File: src/rtl/date_pkg.sv
// date_pkg: shared state encoding, size defaults and ASCII constants for the date-scan
// scheduler, its recognizer and testbenches.
package date_pkg;
  typedef enum logic [2:0] {S_IDLE, S_LOAD, S_PLAY, S_SAMPLE, S_REPORT} state_t;
  localparam int N_REQ_DEF = 4;
  localparam int MAX_LEN_DEF = 16;
  localparam logic [7:0] CH_0 = 8'h30;
  localparam logic [7:0] CH_9 = 8'h39;
  localparam logic [7:0] CH_SLASH = 8'h2f;
  localparam logic [7:0] CH_DOT = 8'h2e;
  localparam logic [7:0] CH_DASH = 8'h2d;
endpackage

File: src/rtl/rr_arbiter.sv
// rr_arbiter: combinational round-robin pick, searching from the requester after the last grant.
module rr_arbiter #(
  parameter int N = 4
) (
  input  logic [N-1:0]         i_valid,
  input  logic [$clog2(N)-1:0] i_last,
  output logic [N-1:0]         o_gnt,
  output logic [$clog2(N)-1:0] o_idx,
  output logic                 o_any
);
  localparam int IW = $clog2(N);
  logic [IW-1:0] w_c;
  // walk the ring farthest-first so the nearest valid requester wins the last overwrite
  always_comb begin
    w_c = '0;
    o_idx = '0;
    for (int k = N; k >= 1; k--) begin
      w_c = IW'((int'(i_last) + k) % N);
      o_idx = i_valid[w_c] ? w_c : o_idx;
    end
    o_any = |i_valid;
    o_gnt = o_any ? (N'(1) << o_idx) : '0;
  end
endmodule

File: src/rtl/date_scan_sched.sv
// date_scan_sched: shares one free-running date recognizer among N_REQ byte streams by buffering
// a granted string, replaying it back-to-back into the cleared recognizer and reporting the match.
module date_scan_sched
  import date_pkg::*;
#(
  parameter int N_REQ = N_REQ_DEF,
  parameter int MAX_LEN = MAX_LEN_DEF
) (
  input  logic                         clk,
  input  logic                         clr_n,
  input  logic [N_REQ-1:0]             req_valid,
  input  logic [8*N_REQ-1:0]           req_data,
  input  logic [N_REQ-1:0]             req_last,
  output logic [N_REQ-1:0]             req_ready,
  output logic                         rec_clr,
  output logic [7:0]                   rec_in,
  input  logic                         rec_out,
  output logic                         res_valid,
  input  logic                         res_ready,
  output logic [$clog2(N_REQ)-1:0]     res_id,
  output logic                         res_hit,
  output logic                         res_ovf,
  output logic [$clog2(MAX_LEN+1)-1:0] res_len
);
  localparam int IW = $clog2(N_REQ);
  localparam int LW = $clog2(MAX_LEN + 1);
  localparam int BW = $clog2(MAX_LEN);
  state_t r_state, w_next;
  logic [IW-1:0] r_g, r_last, w_pick;
  logic [N_REQ-1:0] r_gnt, w_onehot;
  logic [LW-1:0] r_len, r_idx;
  logic [7:0] r_buf [MAX_LEN];
  logic r_ovf, r_hit, r_rec_clr;
  logic w_any, w_acc, w_last, w_full;
  logic [7:0] w_char;

  rr_arbiter #(.N(N_REQ)) u_arb (
    .i_valid(req_valid),
    .i_last (r_last),
    .o_gnt  (w_onehot),
    .o_idx  (w_pick),
    .o_any  (w_any)
  );

  assign w_acc = r_state == S_LOAD && req_valid[r_g];
  assign w_last = req_last[r_g];
  assign w_char = req_data[{r_g, 3'b000} +: 8];
  assign w_full = r_len == LW'(MAX_LEN);

  always_ff @(posedge clk or negedge clr_n)
    if (!clr_n) r_state <= S_IDLE;
    else r_state <= w_next;

  always_comb begin
    w_next = r_state;
    case (r_state)
      S_IDLE:   w_next = w_any ? S_LOAD : S_IDLE;
      S_LOAD:   w_next = (w_acc && w_last) ? ((r_ovf || w_full) ? S_REPORT : S_PLAY) : S_LOAD;
      S_PLAY:   w_next = (r_idx == r_len - LW'(1)) ? S_SAMPLE : S_PLAY;
      S_SAMPLE: w_next = S_REPORT;
      S_REPORT: w_next = res_ready ? S_IDLE : S_REPORT;
      default:  w_next = S_IDLE;
    endcase
  end

  always_comb begin
    req_ready = r_state == S_LOAD ? r_gnt : '0;
    rec_in = r_state == S_PLAY ? r_buf[r_idx[BW-1:0]] : 8'h00;
    res_valid = r_state == S_REPORT;
  end

  // registered from the next state so the recognizer runs exactly during PLAY and SAMPLE
  always_ff @(posedge clk or negedge clr_n)
    if (!clr_n) r_rec_clr <= 1'b1;
    else r_rec_clr <= !(w_next == S_PLAY || w_next == S_SAMPLE);

  always_ff @(posedge clk or negedge clr_n)
    if (!clr_n) begin
      r_g <= '0;
      r_gnt <= '0;
      r_last <= IW'(N_REQ - 1);
      r_len <= '0;
      r_idx <= '0;
      r_ovf <= 1'b0;
      r_hit <= 1'b0;
    end else begin
      if (r_state == S_IDLE && w_any) begin
        r_g <= w_pick;
        r_gnt <= w_onehot;
      end
      if (w_acc && !w_full) r_len <= r_len + LW'(1);
      if (w_acc && w_full) r_ovf <= 1'b1;
      r_idx <= r_state == S_PLAY ? r_idx + LW'(1) : '0;
      if (r_state == S_LOAD) r_hit <= 1'b0;
      if (r_state == S_SAMPLE) r_hit <= rec_out;
      if (r_state == S_REPORT && res_ready) begin
        r_last <= r_g;
        r_len <= '0;
        r_ovf <= 1'b0;
      end
    end

  always_ff @(posedge clk)
    if (w_acc && !w_full) r_buf[r_len[BW-1:0]] <= w_char;

  assign rec_clr = r_rec_clr;
  assign res_id = r_g;
  assign res_hit = r_hit;
  assign res_ovf = r_ovf;
  assign res_len = r_len;
endmodule
File: config.mk
export PLATFORM = sky130hd
export DESIGN_NAME = date_scan_sched
export DESIGN_NICKNAME = d
export VERILOG_FILES = /design/src/rtl/date_pkg.sv /design/src/rtl/rr_arbiter.sv /design/src/rtl/date_scan_sched.sv
export SDC_FILE = /design/constraint.sdc
export NUM_CORES = 1
export LEC_CHECK = 0
export CAP_MARGIN = 20
export CORE_ASPECT_RATIO = 0.75
export CORE_MARGIN = 2
export CORE_UTILIZATION = 51
export CTS_CLUSTER_SIZE = 30
export DETAILED_ROUTE_END_ITERATION = 16
export GPL_ROUTABILITY_DRIVEN = 0
export PLACE_DENSITY = 0.77
export REMOVE_ABC_BUFFERS = 1
export SKIP_LAST_GASP = 1
export SLEW_MARGIN = 20
export SYNTH_ARGS = -nofsm -noshare
export SYNTH_HDL_FRONTEND = slang
export SYNTH_HIERARCHICAL = 1
export SYNTH_SLANG_ARGS = --single-unit
export TNS_END_PERCENT = 10
File: constraint.sdc
create_clock -name clk -period 2.4 [get_ports clk]
set_input_delay 0.48 -clock clk [delete_from_list [all_inputs] [get_ports clk]]
set_output_delay 0.48 -clock clk [all_outputs]
set_load 0.03 [all_outputs]
==> metrics.md <==
| Metric | Value |
|---|---|
| Mapped cell area | 6740 um2 |
| Clock network fraction of total power | 28.1% |
| Avg Vias per Cell | 5.77 |
| Status | complete, but fails checks |
| Clk_skew | 0.00676 ns |
| VDD IR-drop max | 0.822 mV |
| Wirelength, routed | 14900 um |
| Antenna cells | 0 |
| P_leak | 0.00300 uW |
| Die Ht | 104 um |
| Initial Utilization | 52.1% |
| Crit path max fanout | 8 |
| Post-DP HPWL | 10200 um |
| Measured slew at the worst slew-check pin | 0.852 ns |
| Footprint of the multi-input gates | 2170 um2 |
| Most frequent CP cell | buf_12 |
| Internal power | 6180 uW |
| Syn Inst Count | 399 |
| Seq/Total Area, Yosys | 66.0% |
| Placed cells | 651 |
| CTS tree | built |
| Mean post-synth cell area | 16.9 um2 |
| Area Growth Syn to Fin | 26.7% |
| Fin nets | 557 |
| Routed vias | 3984 |
| Num CTS Buffers | 17 |
| Min-Delay Path Class | in -> async |
| Final WS setup | -0.285 ns |
| Max-cap violations | 0 |
| GRT Total Usage | 22.5% |
| Fmax | 372 MHz |
| I/O pins | 67 |
| Worst endpoint data arrival time | 2.21 ns |
| Clk_lat worst skew | 0.42 ns |
| Number of flops mapped to enable cells by yosys | 128 |
| Psw | 2910 uW |
| Hold WS | 0.420 ns |
| DRC Markers | 0 |
| Post-CTS Hold Buffers | 0 |
| CTS Buffer Depth | 2 |
| Max incr delay on CP | 0.53 ns |
| Initial antenna violation count | 0 |
| First-pass GRT wire length | 23000 um |
| Seq. cell area | 4450 um2 |
| Final ANT Viol Nets | 0 |
| Synth cell types | 57 |
| Clk root buf | clkbuf_16 |
| Logic gate share of total power | 31.4% |
| Sw Ratio | 32.0% |
| CP top delay family | multiplexers |
| Crit-path slowest cell | mux4_2 |
| Fin crit period | 2.69 ns |
| Flop pwr share | 40.5% |
| Clk slew on worst S/H paths | 0.07 ns |
| Grt ovf | 0 |
| Final hold violations | 0 |
| Worst Path Required | 1.92 ns |
| Final setup vio count | 12 |
| Setup CP Type | reg -> out |
| Buf/Inv on CP | 3 |
| H-tree Lvls | 4 |
| Crit end category | output pin |
| RSZ-0062 raised after global routing | true |
| Share of cells above drive strength 1 | 28.1% |
| # fillers | 825 |
| Die X | 137 um |
| Non-Filler Instances | 691 |
| Power density cells | 1070 nW/um2 |
| Rows | 36 |
| Largest net degree at the start of global routing | 25 |
| Core box area | 12900 um2 |
| Die area | 14200 um2 |
| Slew Viols, Final | 0 |
| 1st-iter DRT viols | 403 |
| Synth warn | 6 |
| Drt wl/cell | 21.5 um |
| Port Buffers | 66 |
| CP Launch Type | flop |
| Failing checks | negative setup slack |
| Post-route cell area | 8530 um2 |
| Vias in the first global route | 3990 |
| Ys flop type | edfxtp_1 |
| Synthesized flop and latch total | 152 |
| Post-DP Area | 7820 um2 |
| Slew HR | 43.0% |
| Crit share post-route | 112% |
| Async S/R FF share, synth | 15.8% |
| # clock sinks | 152 |
| Worst path cell trace | buf_12 -> buf_16 -> mux4_2 -> mux2i_2 -> o22ai_2 -> buf_12 |
| Drt first pass iters | 4 |
## layer usage
layer / GRT usage [%] / part of all wire, % / wire length (um) / vias to the layer above
li1: - / - / - / 1794
met1: 32.5 / 44 / 6600 / 1996
met2: 33.0 / 47 / 6960 / 178
met3: 7.49 / 7.3 / 1090 / 16
met4: 6.40 / 1.6 / 233 / 0
met5: 0 / 0 / 0 / -
## logic make-up after synthesis
kind of cell	synth area share [%]
and+or+nand+nor	8.19
buffers and inverters	2.21
adders and majority gates	1.11
AOI/OAI and AO/OA	4.14
muxes	16.9
xor gates and xnor gates	1.43
DFF	66.0
## cells in the mapped netlist (5+ instances only)
master	number	area (um2)
edfxtp_1	128	3840
mux4_2	38	856
nor2_1	24	90.1
nand2_1	23	86.3
dfrtp_1	21	526
mux2i_1	19	190
and2_1	10	62.6
buf_2	8	40.0
nand2b_1	8	50.1
nand4_1	7	43.8
xnor2_1	7	61.3
clkbuf_1	6	22.5
ha_1	6	75.1
inv_1	6	22.5
mux2_1	6	67.6
nor3_1	5	25.0
o22ai_1	5	31.3
## area by class of cell
| cell class | instances | area share (%) |
|---|---|---|
| Timing Repair Buffer | 112 | 12.8 |
| Clock inverter | 14 | 1.51 |
| Sequential cell | 152 | 52.1 |
| Multi-Input combinational cell | 218 | 25.4 |
| Tap cell | 171 | 2.51 |
| Inverter | 6 | 0.264 |
| Clock buffer | 18 | 5.28 |
## power by group through the flow
| stage | Combinational [uW] | Clock [uW] | Sequential, uW |
|---|---|---|---|
| floorplan | 1330 | 0 | 4010 |
| global placement | 2690 | 0 | 3730 |
| detailed placement | 2760 | 0 | 3740 |
| CTS | 2840 | 2580 | 3680 |
| global route | 3060 | 2700 | 3720 |
| finish | 2850 | 2550 | 3680 |
## cells in the final DEF (no fill, tap or decap), types with 6 or more instances in the layout
master,instances
edfxtp_1,128
clkbuf_16,18
nor2_1,24
xnor2_1,7
inv_1,6
inv_6,6
and2_1,10
mux2i_1,17
buf_4,42
dfrtp_1,20
nand2_1,23
nand2b_1,8
clkdlybuf4s50_1,53
mux4_2,38
ha_1,6
nand4_1,7
mux2_1,6
## worst register-to-register path: cells and delay by family (launching register included)
kind	cells	cell delay, ns
and+or+nand+nor	4	1.13
buffers and inverters	3	0.55
DFF	1	0.41
## sequential cells by signal, indices dropped and copies added, names as in the netlist
| register | flops |
|---|---|
| r_buf | 128 |
| r_gnt | 4 |
| r_idx | 5 |
| r_last | 2 |
| r_state | 3 |
| rec_clr | 1 |
| res_hit | 1 |
| res_id | 2 |
| res_len | 5 |
| res_ovf | 1 |
## worst paths after layout
| path | startpoint | end | slack (ns) | cells past startpoint |
|---|---|---|---|---|
| setup / recovery | r_idx[0] | rec_in[3] | -0.29 | 6 |
| hold / removal | clr_n | res_id[1] | 0.42 | 2 |
| setup reg to reg | r_state[2] | r_buf[3][7] | 0.02 | 7 |
| hold reg to reg | res_hit | res_hit | 0.48 | 2 |
| max in group asynchronous | clr_n | rec_clr | 1.69 | 2 |
| min in group clk | res_hit | res_hit | 0.48 | 2 |
## stage by stage
step                      util, %  total power (uW)  setup TNS (ns)  setup WS (ns)
after detailed placement     60.5              6500          -18.22         -0.258
after global routing         66.0              9480           -4.57         -0.396
final                        66.0              9090           -2.16         -0.285
after global placement       60.5              6420          -10.50         -0.229
after floorplan                 -              5340          -10.62         -0.707
after CTS                    65.8              9100           -2.53         -0.269
## repair_timing
item / in CTS / in global routing
setup endpoints to repair: 13 / 53
resized for setup: 22 / 3
endpoints found under the hold margin: 0 / 0
pin swaps: 3 / 1
gates cloned: 1 / 0
buffers inserted: 5 / 2
Note: power is estimated with default switching activity, not from simulation.
